`src/rtl/sb_pkg.sv`:
```
// Shared definitions for the functional-unit scoreboard: default sizes,
// the "no producer" tag, per-FU state encoding and tag/index helpers.
package sb_pkg;

  localparam int NUM_FU_DEF   = 3;
  localparam int NUM_REGS_DEF = 32;
  localparam int TAG_NONE     = 0;

  typedef enum logic {
    FU_IDLE = 1'b0,
    FU_BUSY = 1'b1
  } fu_state_e;

  // Tags are 1-based so that 0 can mean "operand already in the RF".
  function automatic int tag_of(input int fu_idx);
    return fu_idx + 1;
  endfunction

  function automatic int idx_of(input int tag);
    return tag - 1;
  endfunction

endpackage

```
`src/rtl/sb_fu_slot.sv`:
```
// One functional-unit slot of the scoreboard: holds busy/rd/wr for an
// in-flight instruction and derives free, writeback enable and spurious-done.
module sb_fu_slot
  import sb_pkg::*;
#(
  parameter int REG_AW = 5
) (
  input  logic              clk,
  input  logic              rst_n,
  input  logic              load_i,
  input  logic              done_i,
  input  logic [REG_AW-1:0] rd_i,
  input  logic              wr_i,
  output fu_state_e         state_o,
  output logic              busy_o,
  output logic              free_o,
  output logic              retire_o,
  output logic              wb_en_o,
  output logic              spurious_o,
  output logic [REG_AW-1:0] rd_o
);

  fu_state_e         state_q;
  logic [REG_AW-1:0] rd_q;
  logic              wr_q;

  // load_i is only raised when the slot is free, so a load in BUSY implies
  // the current instruction is completing this very cycle.
  always_ff @(posedge clk or negedge rst_n) begin
    if (!rst_n) begin
      state_q <= FU_IDLE;
      rd_q    <= '0;
      wr_q    <= 1'b0;
    end else begin
      case (state_q)
        FU_IDLE: begin
          if (load_i) begin
            state_q <= FU_BUSY;
            rd_q    <= rd_i;
            wr_q    <= wr_i;
          end
        end
        FU_BUSY: begin
          if (load_i) begin
            rd_q <= rd_i;
            wr_q <= wr_i;
          end else if (done_i) begin
            state_q <= FU_IDLE;
          end
        end
      endcase
    end
  end

  assign state_o    = state_q;
  assign busy_o     = (state_q == FU_BUSY);
  assign free_o     = !busy_o || done_i;
  assign retire_o   = done_i && busy_o;
  assign wb_en_o    = retire_o && wr_q;
  assign spurious_o = done_i && !busy_o;
  assign rd_o       = rd_q;

endmodule

```
`src/rtl/fu_scoreboard.sv`:
```
// Scoreboard for in-order issue / out-of-order completion over NUM_FU units.
// Optional macro SB_BYPASS_EN: same-cycle wakeup of source tags on fu_done.
module fu_scoreboard
  import sb_pkg::*;
#(
  parameter int NUM_FU   = NUM_FU_DEF,
  parameter int NUM_REGS = NUM_REGS_DEF,
  parameter int REG_AW   = $clog2(NUM_REGS),
  parameter int TAG_W    = $clog2(NUM_FU + 1)
) (
  input  logic                     clk,
  input  logic                     rst_n,
  input  logic                     issue_valid,
  input  logic [TAG_W-1:0]         issue_fu,
  input  logic [REG_AW-1:0]        issue_rs1,
  input  logic [REG_AW-1:0]        issue_rs2,
  input  logic [REG_AW-1:0]        issue_rd,
  input  logic                     issue_wr,
  output logic                     stall,
  output logic [NUM_FU-1:0]        fu_load,
  output logic [TAG_W-1:0]         src1_tag,
  output logic [TAG_W-1:0]         src2_tag,
  input  logic [NUM_FU-1:0]        fu_done,
  output logic [NUM_FU*REG_AW-1:0] wb_rd,
  output logic [NUM_FU-1:0]        wb_en,
  output logic [NUM_FU-1:0]        fu_busy,
  output logic                     idle,
  output logic                     err
);

  localparam logic [TAG_W-1:0] TAG0     = TAG_W'(TAG_NONE);
  localparam logic [TAG_W-1:0] NUM_FU_T = TAG_W'(NUM_FU);

  logic [TAG_W-1:0]  owner_q [NUM_REGS];
  logic [TAG_W-1:0]  owner_d [NUM_REGS];
  logic              err_q;
  logic              err_d;

  logic [NUM_FU-1:0] free_v;
  logic [NUM_FU-1:0] retire_v;
  logic [NUM_FU-1:0] spurious_v;
  logic [REG_AW-1:0] slot_rd [NUM_FU];
  fu_state_e         slot_state [NUM_FU];

  logic              fu_ok;
  logic              sel_free;
  logic [TAG_W-1:0]  rd_owner;
  logic              waw;
  logic              fire;

  // True when tag t names an FU whose bit is set in v; tag 0 never matches.
  function automatic logic tag_hit(input logic [TAG_W-1:0] t,
                                   input logic [NUM_FU-1:0] v);
    logic hit;
    hit = 1'b0;
    for (int k = 0; k < NUM_FU; k++) begin
      if (t == TAG_W'(tag_of(k))) hit = v[k];
    end
    return hit;
  endfunction

  genvar g;
  generate
    for (g = 0; g < NUM_FU; g++) begin : g_slot
      sb_fu_slot #(.REG_AW(REG_AW)) u_slot (
        .clk        (clk),
        .rst_n      (rst_n),
        .load_i     (fu_load[g]),
        .done_i     (fu_done[g]),
        .rd_i       (issue_rd),
        .wr_i       (issue_wr),
        .state_o    (slot_state[g]),
        .busy_o     (fu_busy[g]),
        .free_o     (free_v[g]),
        .retire_o   (retire_v[g]),
        .wb_en_o    (wb_en[g]),
        .spurious_o (spurious_v[g]),
        .rd_o       (slot_rd[g])
      );
      assign wb_rd[g*REG_AW +: REG_AW] = slot_rd[g];
    end
  endgenerate

  assign fu_ok    = (issue_fu < NUM_FU_T);
  assign rd_owner = owner_q[issue_rd];
  // A producer finishing this cycle no longer blocks a new writer of rd.
  assign waw      = issue_wr && (issue_rd != '0) && (rd_owner != TAG0) &&
                    !tag_hit(rd_owner, fu_done);

  always_comb begin
    sel_free = 1'b0;
    for (int k = 0; k < NUM_FU; k++) begin
      if (issue_fu == TAG_W'(k)) sel_free = free_v[k];
    end
  end

  assign fire  = issue_valid && fu_ok && sel_free && !waw;
  assign stall = issue_valid && !fire;

  always_comb begin
    fu_load = '0;
    for (int k = 0; k < NUM_FU; k++) begin
      fu_load[k] = fire && (issue_fu == TAG_W'(k));
    end
  end

  always_comb begin
    src1_tag = TAG0;
    src2_tag = TAG0;
    if (issue_rs1 != '0) src1_tag = owner_q[issue_rs1];
    if (issue_rs2 != '0) src2_tag = owner_q[issue_rs2];
`ifdef SB_BYPASS_EN
    if (tag_hit(src1_tag, fu_done)) src1_tag = TAG0;
    if (tag_hit(src2_tag, fu_done)) src2_tag = TAG0;
`endif
  end

  // Retirements clear first so a same-cycle issue to the same rd wins.
  always_comb begin
    for (int r = 0; r < NUM_REGS; r++) owner_d[r] = owner_q[r];
    for (int k = 0; k < NUM_FU; k++) begin
      if (retire_v[k] && (owner_q[slot_rd[k]] == TAG_W'(tag_of(k)))) begin
        owner_d[slot_rd[k]] = TAG0;
      end
    end
    if (fire && issue_wr && (issue_rd != '0)) begin
      owner_d[issue_rd] = issue_fu + TAG_W'(1);
    end
  end

  assign err_d = err_q || (|spurious_v) || (issue_valid && !fu_ok);

  always_ff @(posedge clk or negedge rst_n) begin
    if (!rst_n) begin
      for (int r = 0; r < NUM_REGS; r++) owner_q[r] <= TAG0;
      err_q <= 1'b0;
    end else begin
      for (int r = 0; r < NUM_REGS; r++) owner_q[r] <= owner_d[r];
      err_q <= err_d;
    end
  end

  assign err  = err_q;
  assign idle = ~|fu_busy;

endmodule

```
`config.mk`:
```
export PLATFORM = sky130hd
export DESIGN_NAME = fu_scoreboard
export DESIGN_NICKNAME = d
export VERILOG_FILES = /design/src/rtl/sb_pkg.sv /design/src/rtl/sb_fu_slot.sv /design/src/rtl/fu_scoreboard.sv
export SDC_FILE = /design/constraint.sdc
export NUM_CORES = 1
export LEC_CHECK = 0
export BUFFER_PORTS_ARGS = -buffer_cell sky130_fd_sc_hd__buf_2
export CAP_MARGIN = 20
export CORE_ASPECT_RATIO = 0.6
export CORE_UTILIZATION = 30
export CTS_BUF_LIST = sky130_fd_sc_hd__clkbuf_16
export CTS_CLUSTER_SIZE = 14
export DETAILED_ROUTE_END_ITERATION = 7
export GPL_ROUTABILITY_DRIVEN = 0
export SYNTH_ARGS = -nofsm -noshare
export SYNTH_HDL_FRONTEND = slang
export SYNTH_SLANG_ARGS = --single-unit
```
`constraint.sdc`:
```
create_clock -name clk -period 6.6 [get_ports clk]
set_input_delay 0.33 -clock clk [delete_from_list [all_inputs] [get_ports clk]]
set_output_delay 0.33 -clock clk [all_outputs]
set_load 0.05 [all_outputs]
```
==> run metrics, run 1 <==
initial drt markers 1,282; post-CTS sizing 0; vias after detailed routing 8,056; Area after DPL 8760 µm²; Setup crit end kind output pin; Initial Util 0.310; status finished, final reports clean; die area 28,400 µm²; Critical-path top delay cell buf_2; Final TNS setup 0 ps; Reg2Reg Launch Point g_slot[1].u_slot.rd_o[1]; share of layout cells above drive strength 1 0.209; Slew HR 0.223; detailed-router iteration count before antenna repair 7; DRC 0; number of nets in the layout 827; total gr overflow 0; fin crit period 4430 ps; max incr delay on CP 800 ps; syn_area_per_cell 10.4 µm²; post-DR vias/cell 6.92; largest fanout on the critical path 41; core area 26,800 µm²; commonest non-fill, non-tap cell in the layout mux2i_1; max-cap violation count 0; CP Launch Point issue_rd[1]; Critical Path, Cell by Cell buf_2 > mux2i_1 > o221ai_1 > a22o_1 > nor2_1 > mux2i_1 > a21oi_4 > nand2_1 > inv_1 > buf_2; WHS Path Cells 3; I/O pins 55; postcts setup bufs 0; largest net degree at the start of global routing 47; final wirelength 36,400 µm; Final setup viols 0; RSZ-0062 raised after global routing no; Clock Latency Late Sink 350 ps; part of the cycle the worst path needs 0.671; H-tree levels 3; Post-Syn Nets 827; Max Fclk 226 MHz; Die H 131 µm; FF-to-FF path depth 9; sequential area share after synthesis 0.259; Power per Cell Area 264 nW/µm²; Yosys cell types 68; hold wc startpoint issue_valid; Total GRT Usage 0.256; Worst Tran Pin Value 1160 ps; Mapped Cells 799; initial antenna violation count 1; num rows 46; vias in the first global route 7,636; WP data arrival 4100 ps; Worst EP required 6270 ps; Crit Path Class in2out; Post-synth top flop dfrtp_1; CTS clk-pin slew, worst paths 60 ps; hold-fix buffer count after cts 1; Final ANT Viol Nets 0; final instance area 9110 µm²; WL/cell 31.2 µm; synthesized area 8320 µm²; Leak 0.00355 µW; clock sink count 86; DP HPWL 26,400 µm; CTS tree built; FFs w/ async S/R, synth 1.00; most frequent cells in the layout 134 x mux2i_1, 86 x dfrtp_1, 64 x mux4_2, 53 x buf_2, 39 x nand3_1; HP Class in2reg; CTS max path bufs 2; Area Overhead vs Synth 9.55%; Synth Warn # 0; Worst VDD drop 152 µV; final hold violations 0; n_diodes 0; Chip Width 217 µm; startpoint type of the worst setup path input pin; number of synthesized flops with an enable pin 0; final core occ 0.340; Port Buffers 54; clock buffer count from CTS 9; root buf cell clkbuf_16; Synth Register Bits 86; skew final 7.74 ps; global-route wire length before repair 52,500 µm; fin. max-slew vios 0
## flip-flops by register name, indices dropped and copies added (netlist names)
register              count
g_slot.u_slot.rd_o       15
g_slot.u_slot.wr_q        3
g_slot.u_slot.busy_o      3
owner_q                  64
err                       1
## worst max-delay path: cells and delay by family
family                 cells  cell delay (ps)
AOI/OAI and AO/OA          3             1220
buffers and inverters      3             1250
muxes                      2              480
and+or+nand+nor            2              790
## area by class of cell
cell class	count	area, µm²
fillers	2760	17700
multi-input cells	611	5700
flip-flops and latches	86	2150
well taps	360	450
repair buffers	70	395
clock buffers	9	225
clock inverters	7	113
inverters	21	78.8
## worst paths after layout
check	to	slack, ps
worst max-delay path	fu_load[1]	2170
worst min-delay path	err	250
worst max register to register	owner_q[15]	2750
worst min register to register	err	470
max in group asynchronous	owner_q[26]	5100
min in group asynchronous	owner_q[44]	490
## power breakdown
group	switching, µW	internal, µW	leakage, µW
Sequential	260	588	0.00114
Clock	216	368	0.000167
Combinational	625	346	0.00225
## cells by family (layout without fill, tap and decap cells)
logic type               count (synthesis)  in the layout  synth area share
AND/OR/NAND/NOR                        260            260             0.186
multiplexers                           228            228             0.375
adder cells (fa/ha/maj)                  4              4           0.00602
buffers and inverters                  102            107            0.0569
AO/OA/AOI/OAI                          119            119             0.117
flip-flops                              86             86             0.259
## per-stage QoR
stage          total power, µW  setup slack (ps)  std cells  hold WS (ps)
6_report                  2400              2170       1164           253
5_1_grt                   2470              1910       1164           257
4_1_cts                   2350              2190       1164           251
3_5_place_dp              1770              2190       1147           345
3_3_place_gp              1760              2290       1147           346
2_1_floorplan             1440              3570        799          34.4
## Yosys cell counts (21+ instances only)
cell type,n,share of area
clkbuf_1,35,0.016
dfrtp_1,86,0.26
mux2i_1,134,0.16
o211ai_1,25,0.023
buf_2,24,0.014
nand4_1,21,0.016
mux2_1,24,0.032
mux4_2,64,0.17
nand2_1,38,0.017
and3_1,22,0.017
nand3_1,39,0.023
o221ai_1,22,0.023
## metal layers
metal / wire [µm] / GRT usage / vias to the layer above
li1: - / - / 3188
met1: 15100 / 0.358 / 4007
met2: 13000 / 0.316 / 745
met3: 7160 / 0.160 / 110
met4: 961 / 0.0650 / 6
met5: 112 / 0.0250 / -
Note: power is estimated with default switching activity, not from simulation.
==> run 2, diff against run 1 <==
==> constraint.sdc (replaced) <==
create_clock -name clk -period 3.7 [get_ports clk]
set_input_delay 0.185 -clock clk [delete_from_list [all_inputs] [get_ports clk]]
set_output_delay 0.185 -clock clk [all_outputs]
set_load 0.05 [all_outputs]
==> run 2 against run 1 <==
  * Clock skew rose by 6.5 ps
  * Combinational power up 87%
  * Clock power is 64% higher
  * Largest cell class unchanged
  * Largest power group unchanged
==> run metrics, run 2 (synthesized netlist as in run 1, its figures left out) <==
Power per Cell Area 459 nW/µm² (+74%); Chip Width 217 µm (unchanged); Slew HR 0.224 (+0.000891); max reg flops 64 (unchanged); clock sink count 86 (unchanged); largest fanout on the critical path 19 (-54%); max-cap violation count 0 (unchanged); Reg with most FFs owner_q; final wirelength 36,400 µm (about the same); Total GRT Usage 0.254 (-0.00223); CTS tree built; HP Class in2reg; Fillers 2,736 (-0.87%); skew final 14.2 ps (+6.46 ps); core area 26,800 µm² (unchanged); Final TNS setup 0 ps (unchanged); number of nets in the layout 850 (+2.8%); total gr overflow 0 (unchanged); vias after detailed routing 8,017 (-0.48%); CTS max path bufs 2 (unchanged); Area Overhead vs Synth 11.6%; vias in the first global route 7,383 (-3.3%); Design Power 4260 µW (+77%); most frequent cells in the layout 134 x mux2i_1, 86 x dfrtp_1, 64 x mux4_2, 53 x buf_2, 39 x nand3_1; root buf cell clkbuf_16; Worst VDD drop 210 µV (+38%); Crit Path Class reg2reg; initial drt markers 1,482 (+16%); fin. max-slew vios 0 (unchanged); share of layout cells above drive strength 1 0.231 (+0.0220); hold-fix buffer count after cts 1 (unchanged); Worst EP required 3940 ps (-2330 ps); initial antenna violation count 0 (-1); placed cells 1,170 (+2.0%); Initial Util 0.310 (unchanged); Worst Tran Pin Value 1160 ps (-1.33 ps); storage element area 2150 µm² (unchanged); num rows 46 (unchanged); WP data arrival 3560 ps (-540 ps); postcts setup bufs 0 (unchanged); Max Fclk 301 MHz; DRC 0 (unchanged); Setup crit end kind register; final hold violations 0 (unchanged); commonest non-fill, non-tap cell in the layout mux2i_1; detailed-router iteration count before antenna repair 8 (+1); Port Buffers 54 (unchanged); status finished, final reports clean; n_diodes 0 (unchanged); Final setup viols 0 (unchanged); Die H 131 µm (unchanged); post-DR vias/cell 6.75 (-2.4%); area of the multi-input gates 5690 µm² (about the same); final cell count without fillers 1,187 (+2.0%); part of the cycle the worst path needs 0.899; DP HPWL 27,200 µm (+3.1%); H-tree levels 3 (unchanged); I/O pins 55 (unchanged); Leak 0.00365 µW (+2.9%); largest net degree at the start of global routing 59 (+26%); global-route wire length before repair 51,900 µm (-1.1%); die area 28,400 µm² (unchanged); Clock Latency Late Sink 360 ps (about the same); fin crit period 3330 ps; CTS clk-pin slew, worst paths 70 ps (about the same); Final ANT Viol Nets 0 (unchanged); post-CTS sizing 0 (unchanged); RSZ-0062 raised after global routing no; clock buffer count from CTS 9 (unchanged); WL/cell 30.7 µm (-1.9%); startpoint type of the worst setup path register
## run 2: cell count changes in the layout (fill, tap and decap cells not counted), sizes merged
cell	change
bufinv	-2
clkinv	-3
buf	+23
inv	+3
clkinvlp	+2
## run 2: report_power, final
group	internal, µW	switching (µW)
registers	1050	431
clock network	532	425
logic	678	1150
total	2260	2000
## run 2: final cells by class
type	count	share of cell area
inverters	21	0.00849
multi-input cells	611	0.613
well taps	360	0.0485
flip-flops and latches	86	0.232
repair buffers	93	0.0652
clock inverters	7	0.00863
clock buffers	9	0.0243
## run 2: critical path, cell delays in order (launching register included)
cell      delay, ps
dfrtp_1         570
buf_4           350
nand2b_1        200
o211ai_1        230
o31ai_1          80
a41o_1          350
nor4_1          750
nand2_1         150
and4_1          240
mux2_1          280
## run 2: metal layers
metal  vias to the layer above  share of wire  GRT usage
met5                         -         0.0066     0.0500
met4                         8          0.017     0.0481
met3                        93           0.19      0.141
met2                       700           0.36      0.310
met1                      3985           0.43      0.371
li1                       3231              -          -
## run 2: worst paths after layout
path	slack, ps	from	cells past startpoint	to
worst max-delay path	370	g_slot[1].u_slot.rd_o[0]	9	owner_q[15]
max in group asynchronous	2370	rst_n	3	owner_q[29]
worst min-delay path	100	issue_valid	3	err
worst max register to register	370	g_slot[1].u_slot.rd_o[0]	9	owner_q[15]
min in group asynchronous	410	rst_n	2	owner_q[38]
worst min register to register	480	err	2	err
## run 2: metrics by stage
| stage | cell area (µm²) | util | setup slack [ps] | hold slack, ps |
|---|---|---|---|---|
| floorplan | 8320 | - | 731 | -111 |
| global placement | 8970 | 0.334 | 586 | 300 |
| detailed placement | 8970 | 0.334 | 541 | 306 |
| CTS | 9280 | 0.346 | 490 | 86.2 |
| global route | 9280 | 0.346 | 314 | 148 |
| finish | 9280 | 0.346 | 374 | 98.8 |
==> run 3, diff against run 2 <==
--- a/config.mk
+++ b/config.mk
@@ -7,12 +7,14 @@
 export LEC_CHECK = 0
 export BUFFER_PORTS_ARGS = -buffer_cell sky130_fd_sc_hd__buf_2
 export CAP_MARGIN = 20
+export CELL_PAD_IN_SITES_DETAIL_PLACEMENT = 0
+export CELL_PAD_IN_SITES_GLOBAL_PLACEMENT = 1
 export CORE_ASPECT_RATIO = 0.6
 export CORE_UTILIZATION = 30
 export CTS_BUF_LIST = sky130_fd_sc_hd__clkbuf_16
 export CTS_CLUSTER_SIZE = 14
 export DETAILED_ROUTE_END_ITERATION = 7
-export GPL_ROUTABILITY_DRIVEN = 0
+export PLACE_DENSITY_LB_ADDON = 0.1
 export SYNTH_ARGS = -nofsm -noshare
 export SYNTH_HDL_FRONTEND = slang
 export SYNTH_SLANG_ARGS = --single-unit
==> constraint.sdc (replaced) <==
create_clock -name clk -period 3.7 [get_ports clk]
set_input_delay 0.185 -clock clk [delete_from_list [all_inputs] [get_ports clk]]
set_output_delay 0.185 -clock clk [all_outputs]
set_load 0.1 [all_outputs]
==> run 3 against run 2 <==
  * Combinational power rose by 24%
  * Fmax shrank 4.5%
  * Total power up 10%
  * Worst hold slack got worse by 51 ps
  * Critical endpoint is now owner_q[37]
  * Via count rose by 2.0%
==> run metrics, run 3 (synthesized netlist as in run 1, its figures left out) <==
fin crit period 3480 ps (+157 ps); die area 28,400 µm² (unchanged); n_diodes 0 (unchanged); part of the cycle the worst path needs 0.941 (+0.0423); Fillers 2,757 (+0.77%); Worst VDD drop 469 µV (+120%); vias after detailed routing 8,178 (+2.0%); RSZ-0062 raised after global routing no; Area after DPL 9160 µm² (+2.1%); Setup crit end kind register; Worst path most repeated cell a41o_1; Crit Path Class reg2reg; Worst Setup Slack post-DPL 132 ps (-409 ps); status finished, final reports clean; Clock Latency Late Sink 380 ps (+20 ps); share of layout cells above drive strength 1 0.248 (+0.0173); setup ws final 217 ps (-157 ps); WL/cell 35.5 µm (+16%); commonest non-fill, non-tap cell in the layout mux2i_1; CTS tree built; CP Launch Point g_slot[1].u_slot.rd_o[1]; Worst Tran Pin Value 955 ps (-206 ps); detailed-router iteration count before antenna repair 8 (unchanged); startpoint type of the worst setup path register; initial antenna violation count 4 (+4); DRC 0 (unchanged); Reg with most FFs owner_q; num rows 46 (unchanged); Chip Width 217 µm (unchanged); Die H 131 µm (unchanged); largest fanout on the critical path 27 (+8); Area Overhead vs Synth 13.9%; total gr overflow 0 (unchanged); postcts setup bufs 0 (unchanged); most frequent cells in the layout 134 x mux2i_1, 85 x dfrtp_1, 64 x mux4_2, 54 x buf_4, 50 x buf_2; fin. max-slew vios 0 (unchanged); global-route wire length before repair 60,000 µm (+16%); CP delay by family, top compound AO/OA/AOI/OAI gates; final wirelength 42,800 µm (+18%); Hold Slack 47.8 ps (-51.0 ps); Power per Cell Area 497 nW/µm² (+8.2%); number of nets in the layout 869 (+2.2%); largest net degree at the start of global routing 63 (+6.8%); max incr delay on CP 910 ps (+160 ps); hold wc startpoint issue_valid; clock sink count 86 (unchanged); Leak 0.00376 µW (+2.9%); DP HPWL 31,800 µm (+17%); initial drt markers 1,011 (-32%); final hold violations 0 (unchanged); skew final 11.1 ps (-3.09 ps); max reg flops 64 (unchanged); clock buffer count from CTS 9 (unchanged); CTS max path bufs 2 (unchanged); Reg2Reg Launch Point g_slot[1].u_slot.rd_o[1]; Design Power 4700 µW (+10%); CTS clk-pin slew, worst paths 70 ps (about the same); WP data arrival 3750 ps (+190 ps); core area 26,800 µm² (unchanged); H-tree levels 3 (unchanged); Worst EP required 3970 ps (+30 ps); Critical Path, Cell by Cell nand2_1 > o22ai_1 > o31ai_1 > a41o_1 > nor4_1 > a31oi_1 > a41o_1; Initial Util 0.310 (unchanged); final instance area 9470 µm² (+2.0%); hold-fix buffer count after cts 1 (unchanged); max-cap violation count 0 (unchanged); Slew HR 0.362 (+0.138); Total GRT Usage 0.305 (+0.0510); post-CTS sizing 0 (unchanged); root buf cell clkbuf_16; Worst Path Buf+Inv 0 (-1); GPL Wtd Cong 0.996; HP Class in2reg; Final setup viols 0 (unchanged); post-DR vias/cell 6.78 (+0.40%); Max Fclk 287 MHz (-4.5%); Final ANT Viol Nets 0 (unchanged); I/O pins 55 (unchanged); Final TNS setup 0 ps (unchanged); Port Buffers 54 (unchanged); Critical-path top delay cell dfrtp_2; vias in the first global route 7,848 (+6.3%)
run 3: worst min-delay path, cell delays in order:
cell     delay (ps)
buf_2            90
a21oi_1          60
nand2_1          60
run 3: report_power, final:
part | switching (µW) | internal [µW] | total (µW)
clock network | 469 | 528 | 997
logic | 1540 | 722 | 2260
registers | 390 | 1050 | 1440
run 3: final timing paths:
check                           slack, ps  depth (start not counted)                  endpoint
worst min register to register        480                          2                       err
worst max register to register        220                          7               owner_q[37]
worst min-delay path                   50                          3                       err
min in group asynchronous             460                          2  g_slot[2].u_slot.rd_o[3]
worst max-delay path                  220                          7               owner_q[37]
max in group asynchronous            2240                          3               owner_q[20]
run 3: area by class of cell:
cell class | instances | area, µm² | area share
Clock buffer | 9 | 225 | 0.0238
Inverter | 21 | 78.8 | 0.00832
Sequential cell | 86 | 2150 | 0.227
Multi-Input combinational cell | 611 | 5690 | 0.601
Tap cell | 360 | 450 | 0.0476
Clock inverter | 7 | 73.8 | 0.00779
Timing Repair Buffer | 112 | 797 | 0.0842
run 3: metal layers:
layer  share of wire  track usage  routed length, µm  up-vias
met4           0.023       0.0787                997        0
li1                -            -                  -     3266
met2            0.38        0.404              16300      636
met5               0            0                  0        -
met1            0.46        0.448              19600     4182
met3            0.14        0.122               5930       94
run 3: per-stage QoR:
step,instances,util
after floorplan,799,-
after global placement,1188,0.341
after detailed placement,1189,0.342
after CTS,1206,0.353
after global routing,1206,0.353
final,1206,0.353
